$ cat config.mk
export PLATFORM = sky130hd
export DESIGN_NAME = pc_gen
export DESIGN_NICKNAME = d
export VERILOG_FILES = /design/src/rtl/pc_gen_pkg.sv /design/src/rtl/pc_next_sel.sv /design/src/rtl/pc_gen.sv
export SDC_FILE = /design/constraint.sdc
export NUM_CORES = 1
export LEC_CHECK = 0
export ABC_AREA = 1
export CORE_MARGIN = 2
export CORE_UTILIZATION = 43
export CTS_CLUSTER_SIZE = 14
export DETAILED_ROUTE_END_ITERATION = 12
export PLACE_DENSITY_LB_ADDON = 0.2
export SKIP_LAST_GASP = 1
export SLEW_MARGIN = 25
export SYNTH_ARGS = -nofsm -noshare
export SYNTH_HDL_FRONTEND = slang
export SYNTH_SLANG_ARGS = --single-unit
$ cat constraint.sdc
create_clock -name clk -period 1.7 [get_ports clk]
set_clock_uncertainty 0.1 [all_clocks]
set_input_delay 0.34 -clock clk [delete_from_list [all_inputs] [get_ports clk]]
set_output_delay 0.34 -clock clk [all_outputs]
set_load 0.005 [all_outputs]
$ cat src/rtl/pc_gen_pkg.sv
// rtl/pc_gen_pkg.sv - shared constants and state encoding for the fetch PC generator
package pc_gen_pkg;

    localparam logic RstEnable   = 1'b1;
    localparam logic ChipEnable  = 1'b1;
    localparam logic ChipDisable = 1'b0;

    localparam int INST_ADDR_BUS_W = 32;

    typedef enum logic [1:0] {
        PC_BOOT = 2'b00,
        PC_RUN  = 2'b01,
        PC_HALT = 2'b10
    } pc_state_t;

endpackage

$ cat src/rtl/pc_next_sel.sv
// rtl/pc_next_sel.sv - combinational next-pc priority mux with branch alignment check
module pc_next_sel #(
    parameter int                ADDR_W     = 32,
    parameter int                INST_BYTES = 4,
    parameter logic [ADDR_W-1:0] EXC_VECTOR = ADDR_W'(32'h0000_0020)
) (
    input  logic [ADDR_W-1:0] pc_i,
    input  logic              exc_req_i,
    input  logic              branch_req_i,
    input  logic [ADDR_W-1:0] branch_target_i,
    input  logic              hold_i,
    output logic [ADDR_W-1:0] next_pc_o,
    output logic              take_redirect_o,
    output logic              is_misaligned_o
);

    localparam logic [ADDR_W-1:0] ALIGN_MASK = ADDR_W'(INST_BYTES - 1);
    localparam logic [ADDR_W-1:0] STEP       = ADDR_W'(INST_BYTES);

    logic target_misaligned;

    assign target_misaligned = (branch_target_i & ALIGN_MASK) != '0;

    // Redirect sources first, then hold, then sequential advance (wraps naturally)
    always_comb begin
        next_pc_o       = pc_i + STEP;
        take_redirect_o = 1'b0;
        is_misaligned_o = 1'b0;
        if (exc_req_i) begin
            next_pc_o       = EXC_VECTOR;
            take_redirect_o = 1'b1;
        end else if (branch_req_i && target_misaligned) begin
            next_pc_o       = EXC_VECTOR;
            take_redirect_o = 1'b1;
            is_misaligned_o = 1'b1;
        end else if (branch_req_i) begin
            next_pc_o       = branch_target_i;
            take_redirect_o = 1'b1;
        end else if (hold_i) begin
            next_pc_o = pc_i;
        end
    end

endmodule

$ cat src/rtl/pc_gen.sv
// rtl/pc_gen.sv - fetch-stage program counter with redirect, stall and halt control
module pc_gen
    import pc_gen_pkg::*;
#(
    parameter int                ADDR_W       = INST_ADDR_BUS_W,
    parameter logic [ADDR_W-1:0] RESET_VECTOR = ADDR_W'(32'h0000_0000),
    parameter int                INST_BYTES   = 4,
    parameter logic [ADDR_W-1:0] EXC_VECTOR   = ADDR_W'(32'h0000_0020)
) (
    input  logic              clk,
    input  logic              rst,
    input  logic              stall,
    input  logic              fetch_ready,
    input  logic              branch_req,
    input  logic [ADDR_W-1:0] branch_target,
    input  logic              exc_req,
    input  logic              halt_req,
    input  logic              resume_req,
    output logic [ADDR_W-1:0] pc,
    output logic              ce,
    output logic              fetch_valid,
    output logic              redirect,
    output logic              misalign,
    output logic [ADDR_W-1:0] bad_addr
);

    pc_state_t         state_q, state_d;
    logic [ADDR_W-1:0] pc_q, pc_d;
    logic              ce_q, ce_d;
    logic              redirect_q, redirect_d;
    logic              misalign_q, misalign_d;
    logic [ADDR_W-1:0] bad_addr_q, bad_addr_d;

    logic [ADDR_W-1:0] sel_next_pc;
    logic              sel_redirect;
    logic              sel_misaligned;

    // A halt request freezes pc just like a stall; redirects still outrank it
    pc_next_sel #(
        .ADDR_W     (ADDR_W),
        .INST_BYTES (INST_BYTES),
        .EXC_VECTOR (EXC_VECTOR)
    ) u_next_sel (
        .pc_i            (pc_q),
        .exc_req_i       (exc_req),
        .branch_req_i    (branch_req),
        .branch_target_i (branch_target),
        .hold_i          (stall | ~fetch_ready | halt_req),
        .next_pc_o       (sel_next_pc),
        .take_redirect_o (sel_redirect),
        .is_misaligned_o (sel_misaligned)
    );

    // Next-state and next-output logic for BOOT/RUN/HALT
    always_comb begin
        state_d    = state_q;
        pc_d       = pc_q;
        ce_d       = ce_q;
        redirect_d = 1'b0;
        misalign_d = 1'b0;
        bad_addr_d = bad_addr_q;
        case (state_q)
            PC_BOOT: begin
                state_d = PC_RUN;
                ce_d    = ChipEnable;
            end
            PC_RUN: begin
                pc_d       = sel_next_pc;
                redirect_d = sel_redirect;
                misalign_d = sel_misaligned;
                if (sel_misaligned) begin
                    bad_addr_d = branch_target;
                end
                if (halt_req && !sel_redirect) begin
                    state_d = PC_HALT;
                    ce_d    = ChipDisable;
                end
            end
            PC_HALT: begin
                if (exc_req) begin
                    state_d    = PC_RUN;
                    ce_d       = ChipEnable;
                    pc_d       = EXC_VECTOR;
                    redirect_d = 1'b1;
                end else if (resume_req) begin
                    state_d = PC_RUN;
                    ce_d    = ChipEnable;
                end
            end
            default: begin
                state_d = PC_BOOT;
                ce_d    = ChipDisable;
            end
        endcase
    end

    // State and output registers; reset wins over everything
    always_ff @(posedge clk) begin
        if (rst == RstEnable) begin
            state_q    <= PC_BOOT;
            pc_q       <= RESET_VECTOR;
            ce_q       <= ChipDisable;
            redirect_q <= 1'b0;
            misalign_q <= 1'b0;
            bad_addr_q <= '0;
        end else begin
            state_q    <= state_d;
            pc_q       <= pc_d;
            ce_q       <= ce_d;
            redirect_q <= redirect_d;
            misalign_q <= misalign_d;
            bad_addr_q <= bad_addr_d;
        end
    end

    assign pc          = pc_q;
    assign ce          = ce_q;
    assign fetch_valid = ce_q;
    assign redirect    = redirect_q;
    assign misalign    = misalign_q;
    assign bad_addr    = bad_addr_q;

endmodule

# Word-level counts from Yosys, hierarchy flattened
# Index checks and enable logic that the tools add are counted.
# Widths: inputs -> output; s select.
# word_totals
reg_bits	69
input_bits	40
output_inout_bits	68
# op_classes
n_addsub	1
eq_ne	6
n_mux	21
n_bitwise	4
reduce_logical	10
# op_table
operator	n
$mux 32	5
$pmux 32 s2	1
$add 32x3->32 const B	1
$reduce_bool 32->1	1
$mux 1	9
$mux 2	3
$pmux 2 s3	1
$ne 5x5->1 const B	1
$ne 2x2->1 const B	2
$reduce_and 2->1	2
$ne 3x3->1 const B	1
$pmux 1 s3	1
$reduce_and 3->1	1
$eq 2x1->1 const B	1
$eq 2x2->1 const B	1
$logic_and 1x1->1	2
$logic_not 2->1	1
$not 1->1	2
$or 1x1->1	2
$pmux 1 s2	1
$reduce_bool 2->1	1
$reduce_or 2->1	1
$logic_not 1->1	1

# Depth between registers and ports, before layout
# logic_depth
ltp_word	8
mapped_depth	12

# Modules after synthesis
# From an unflattened synthesis, not the netlist that was laid out.
# hier_totals
hier_cells	643
area_unflattened_um2	4052.6
# modules_own_cells
module	n_inst	cells_each	area_each_um2	seq_area_each_um2
pc_gen	1	317	2568.7	1361.3
pc_next_sel	1	326	1483.9	0.0

# Least setup slack after synthesis
# OpenSTA, ideal clock, no wires.
# synth_path
path_kind	register to register
from	register state_q[0]
to	register pc_q[27], in the netlist pc[27]
setup_ps	70
arrival_ps	1661
path_slack_ps	-132
stages_incl_launch_ff	13
path_buffers	1
synth_period_minus_slack_ps	1832
path_cell_list	dfxtp_1 inv_1 ha_1 inv_1 nor2_1 a21oi_1 nand2_1 nor2_4 inv_2 buf_6 nor2_1 nand2_1 a21oi_1
# synth_between
elab_chain_len	3
word_cells_on_any_way	7
cone_classes	4 x eq/ne; 1 x mux; 2 x reduce/logical
# synth_rtl
item	line_no	text
from (decl)	pc_gen.sv:27	pc_state_t state_q, state_d;
from (signal assigned)	pc_gen.sv:107	state_q <= state_d;
$eq 2x1->1 or $eq 2x2->1 (tied branches)	pc_gen.sv:62	case (state_q)
$ne 5x5->1 (no source line), or another cell as far along	-	
$reduce_and 3->1 (no source line)	-	
to (signal assigned)	pc_gen.sv:108	pc_q <= pc_d;
to (decl)	pc_gen.sv:28	logic [ADDR_W-1:0] pc_q, pc_d;
# Parallel ways exist; a longest one is shown, timed or not.
# A chain may end at the register's enable or synchronous reset.

# Final worst setup path
# Same ends and word-level chain as after synthesis.

==> insert_results.sql <==
INSERT INTO impl_metrics (metric_group, metric, value, unit) VALUES
('clock_tree', 'clkLatencyLatePin', '350', 'ps'),
('synth', 'number_of_synthesized_register_bits', '68', ''),
('synth', 'syn_inst_count', '590', ''),
('synth', 'synth-compound-area-share', '12.57', '%'),
('sta', 'report.final.setup_viol', '12', ''),
('worst_setup_path', 'endpoint_kind', 'register', ''),
('global_routing', 'antenna_violations_before_repair', '0', ''),
('detailed_routing', 'drt-initial-drc-count', '303', ''),
('synth', 'yosys.area_share.xor_xnor', '1.446', '%'),
('synth', 'synth.cell_area', '0.003633', 'sq mm'),
('placement', 'place_congestion', '0.9108', ''),
('power', 'power.clock.fraction', '25.6', '%'),
('detailed_routing', 'route.antenna.remaining_nets', '0', ''),
('synth', 'synth_area_leaders', 'dfxtp_1, nor2_1, nand2_1', ''),
('worst_setup_path', 'cp.arrival', '1910', 'ps'),
('final_layout', 'fin_nets', '776', ''),
('final_layout', 'layout-area-overhead-vs-synth', '56.23', '%'),
('clock_tree', 'cts.reportedPaths.clkPinSlew', '80', 'ps'),
('worst_setup_path', 'worstReg2RegEnd', 'pc[27]$_SDFFE_PP0P_', ''),
('synth', 'synth_top_area_share', '37.47', '%'),
('floorplan', 'die_h', '95.93', 'um'),
('final_layout', 'drive_gt1_share', '19.29', '%'),
('sta', 'worst_hold_slack', '362.4', 'ps'),
('clock_tree', 'cts.root.buffer_cell', 'clkbuf_8', ''),
('synth', 'synth_edf_count', '0', ''),
('synth', 'synth.net_count', '635', ''),
('power', 'p_int', '3.839', 'mW'),
('worst_setup_path', 'crit_chain', 'inv_2 -> ha_4 -> inv_4 -> nor2_2 -> a21oi_2 -> nand2_2 -> nor2_4 -> buf_12 -> inv_8 -> nor2_2 -> nand2_1 -> a21oi_2', ''),
('power', 'power.density', '1027', 'mW/mm^2'),
('synth', 'synth-async-reset-ratio', '0', '%'),
('global_routing', 'grt_max_degree', '37', ''),
('power', 'power.switching_fraction', '34.15', '%'),
('power', 'share_comb_of_total_power', '40.4', '%'),
('floorplan', 'row_count', '33', ''),
('power', 'p_switching', '1.991', 'mW'),
('clock_tree', 'clock_tree.buffer_depth', '2', ''),
('clock_tree', 'cts_tree', 'built', ''),
('sta', 'clock_period_minus_final_worst_setup_slack', '1725', 'ps'),
('run', 'number_of_max_cap_violations', '0', ''),
('sta', 'final.setup.worst_slack', '-24.63', 'ps'),
('synth', 'share_of_cell_area_taken_by_muxes_after_synthesis', '0', '%'),
('synth', 'synth_top_family_by_area', 'simple AND/OR/NAND/NOR gates', ''),
('sta', 'fin_tns_setup', '-138.1', 'ps'),
('synth', 'ys_warn_count', '0', ''),
('floorplan', 'die_width', '95.93', 'um'),
('worst_setup_path', 'worst_path_dominant_cell_family', 'simple AND/OR/NAND/NOR gates', ''),
('detailed_routing', 'route.detailed.vias_per_inst', '5.165', ''),
('sta', 'max-slew-margin-rel', '77.70', '%'),
('worst_setup_path', 'crit_path_max_incr_delay', '360', 'ps'),
('sta', 'final_min_period_over_clock_period', '101.4', '%'),
('run_status', 'failed_checks', 'setup timing', ''),
('detailed_routing', 'routed_wire_length_per_instance', '14.04', 'um'),
('worst_setup_path', 'crit_path_buffers_inverters', '4', ''),
('sta', 'max_freq', '579.8', 'MHz'),
('final_layout', 'finalInstanceArea', '0.005677', 'sq mm'),
('run_status', 'status', 'complete, but fails checks', ''),
('synth', 'synthAdderAreaFrac', '1.722', '%'),
('worst_setup_path', 'setup.worst_path.start_class', 'register', ''),
('worst_setup_path', 'worstReg2RegStart', 'state_q[0]$_SDFFE_PP0P_', ''),
('synth', 'synth_top_flop_cell', 'dfxtp_1', ''),
('placement', 'dp_hpwl', '8.318', 'mm'),
('global_routing', 'grt_pass1_vias', '3992', ''),
('detailed_routing', 'routed_wl', '11.81', 'mm'),
('worst_setup_path', 'required', '1880', 'ps'),
('detailed_routing', 'drc_errors', '0', ''),
('floorplan', 'core-area', '0.008217', 'sq mm'),
('floorplan', 'floorplan.initialDensity', '44.22', '%'),
('worst_setup_path', 'critical-path-slowest-cell', 'dfxtp_2', ''),
('clock_tree', 'cts.sink_count', '68', ''),
('placement', 'place.detailed.instances', '819', ''),
('synth', 'synth_largest_area_cell', 'dfxtp_1', '');
## area by class of cell
class / instances / area [sq um]
clock inverters: 6 / 88.84
flip-flops and latches: 68 / 1430
well taps: 105 / 131.4
repair buffers: 153 / 1578
repair inverters: 2 / 20.02
multi-input cells: 456 / 2137
fillers: 710 / 2540
clock buffers: 10 / 127.6
inverters: 41 / 163.9
## power groups by stage
| stage | registers [mW] | clock network [mW] | logic, mW |
|---|---|---|---|
| 2_1_floorplan | 2.01 | 0 | 0.899 |
| 3_3_place_gp | 2.00 | 0 | 1.91 |
| 3_5_place_dp | 2.00 | 0 | 1.96 |
| 4_1_cts | 1.99 | 1.51 | 1.97 |
| 5_1_grt | 2.01 | 1.57 | 2.55 |
| 6_report | 1.99 | 1.49 | 2.35 |
## timing repair
| action | 4_1_cts | 5_1_grt |
|---|---|---|
| pin swaps | 1 | 16 |
| setup endpoints to repair | 78 | 80 |
| cloned | 0 | 3 |
| buffers inserted | 0 | 4 |
| gates resized for setup | 52 | 66 |
## per-layer routing
| metal | part of all wire [%] | wire length, um | up-vias | track usage [%] |
|---|---|---|---|---|
| met1 | 42 | 4977 | 1991 | 30.69 |
| met4 | 1.6 | 184 | 0 | 6.667 |
| met3 | 6.6 | 785 | 20 | 5.795 |
| li1 | - | - | 2169 | - |
| met5 | 0 | 0 | - | 0 |
| met2 | 50 | 5861 | 164 | 44.41 |
## worst min path at each step
stage                        startpoint                  end  slack, ps  cells after the start
finish               pc[0]$_SDFFE_PP0P_   pc[0]$_SDFFE_PP0P_        360                      2
global route        pc[31]$_SDFFE_PP0P_  pc[31]$_SDFFE_PP0P_        400                      2
CTS                  pc[0]$_SDFFE_PP0P_   pc[0]$_SDFFE_PP0P_        370                      2
detailed placement   pc[0]$_SDFFE_PP0P_   pc[0]$_SDFFE_PP0P_        350                      2
global placement     pc[0]$_SDFFE_PP0P_   pc[0]$_SDFFE_PP0P_        350                      2
floorplan            pc[0]$_SDFFE_PP0P_   pc[0]$_SDFFE_PP0P_        350                      2
## cell families after synthesis
family | count (synthesis)
XOR/XNOR | 6
flip-flops | 68
buffers and inverters | 66
adder cells (fa/ha/maj) | 5
AND/OR/NAND/NOR | 358
AO/OA/AOI/OAI | 87
## Yosys cell counts (3+ instances only)
cell and n:
clkbuf_1 15, nand4_1 3, nand3_1 38, o21ai_0 43, nand2_1 149, dfxtp_1 68
nor2_1 160, xor2_1 4, inv_1 38, ha_1 5, o211ai_1 5, a21oi_1 34
buf_2 6, inv_2 3, nor3_1 3
## cells in the final DEF, fill, tap and decap left out, types with 3 or more instances in the layout
master	instances
buf_4	33
dfxtp_1	37
a21oi_1	23
nor2_2	21
inv_2	4
o211ai_1	5
nand2_1	147
nand4_1	3
nor2_1	138
buf_12	10
ha_1	3
dlymetal6s2s_1	9
inv_1	35
nand3_1	37
dlygate4sd2_1	12
o21ai_0	43
clkdlybuf4s50_1	86
dfxtp_2	19
clkbuf_8	9
xor2_1	4
nor2_4	3
a21oi_2	11
dfxtp_4	12
## flip-flops by register name, indices dropped and copies added, names as in the netlist
name / cells
bad_addr: 32
redirect: 1
pc: 32
state_q: 2
misalign: 1
## tightest hold or removal path, cell delays in order, from the launching register on
cell	delay, ps
dfxtp_1	320
nand3_1	70
inv_1	40
## through the flow
step,util [%],power [mW],worst slack (ps)
final,69.09,5.830,-24.63
after floorplan,-,2.912,3.907
after global placement,62.63,3.910,-265.7
after global routing,69.09,6.138,-108.2
after detailed placement,62.63,3.964,-301.5
after CTS,65.97,5.459,-14.22
Power figures use the tool's default switching activity.
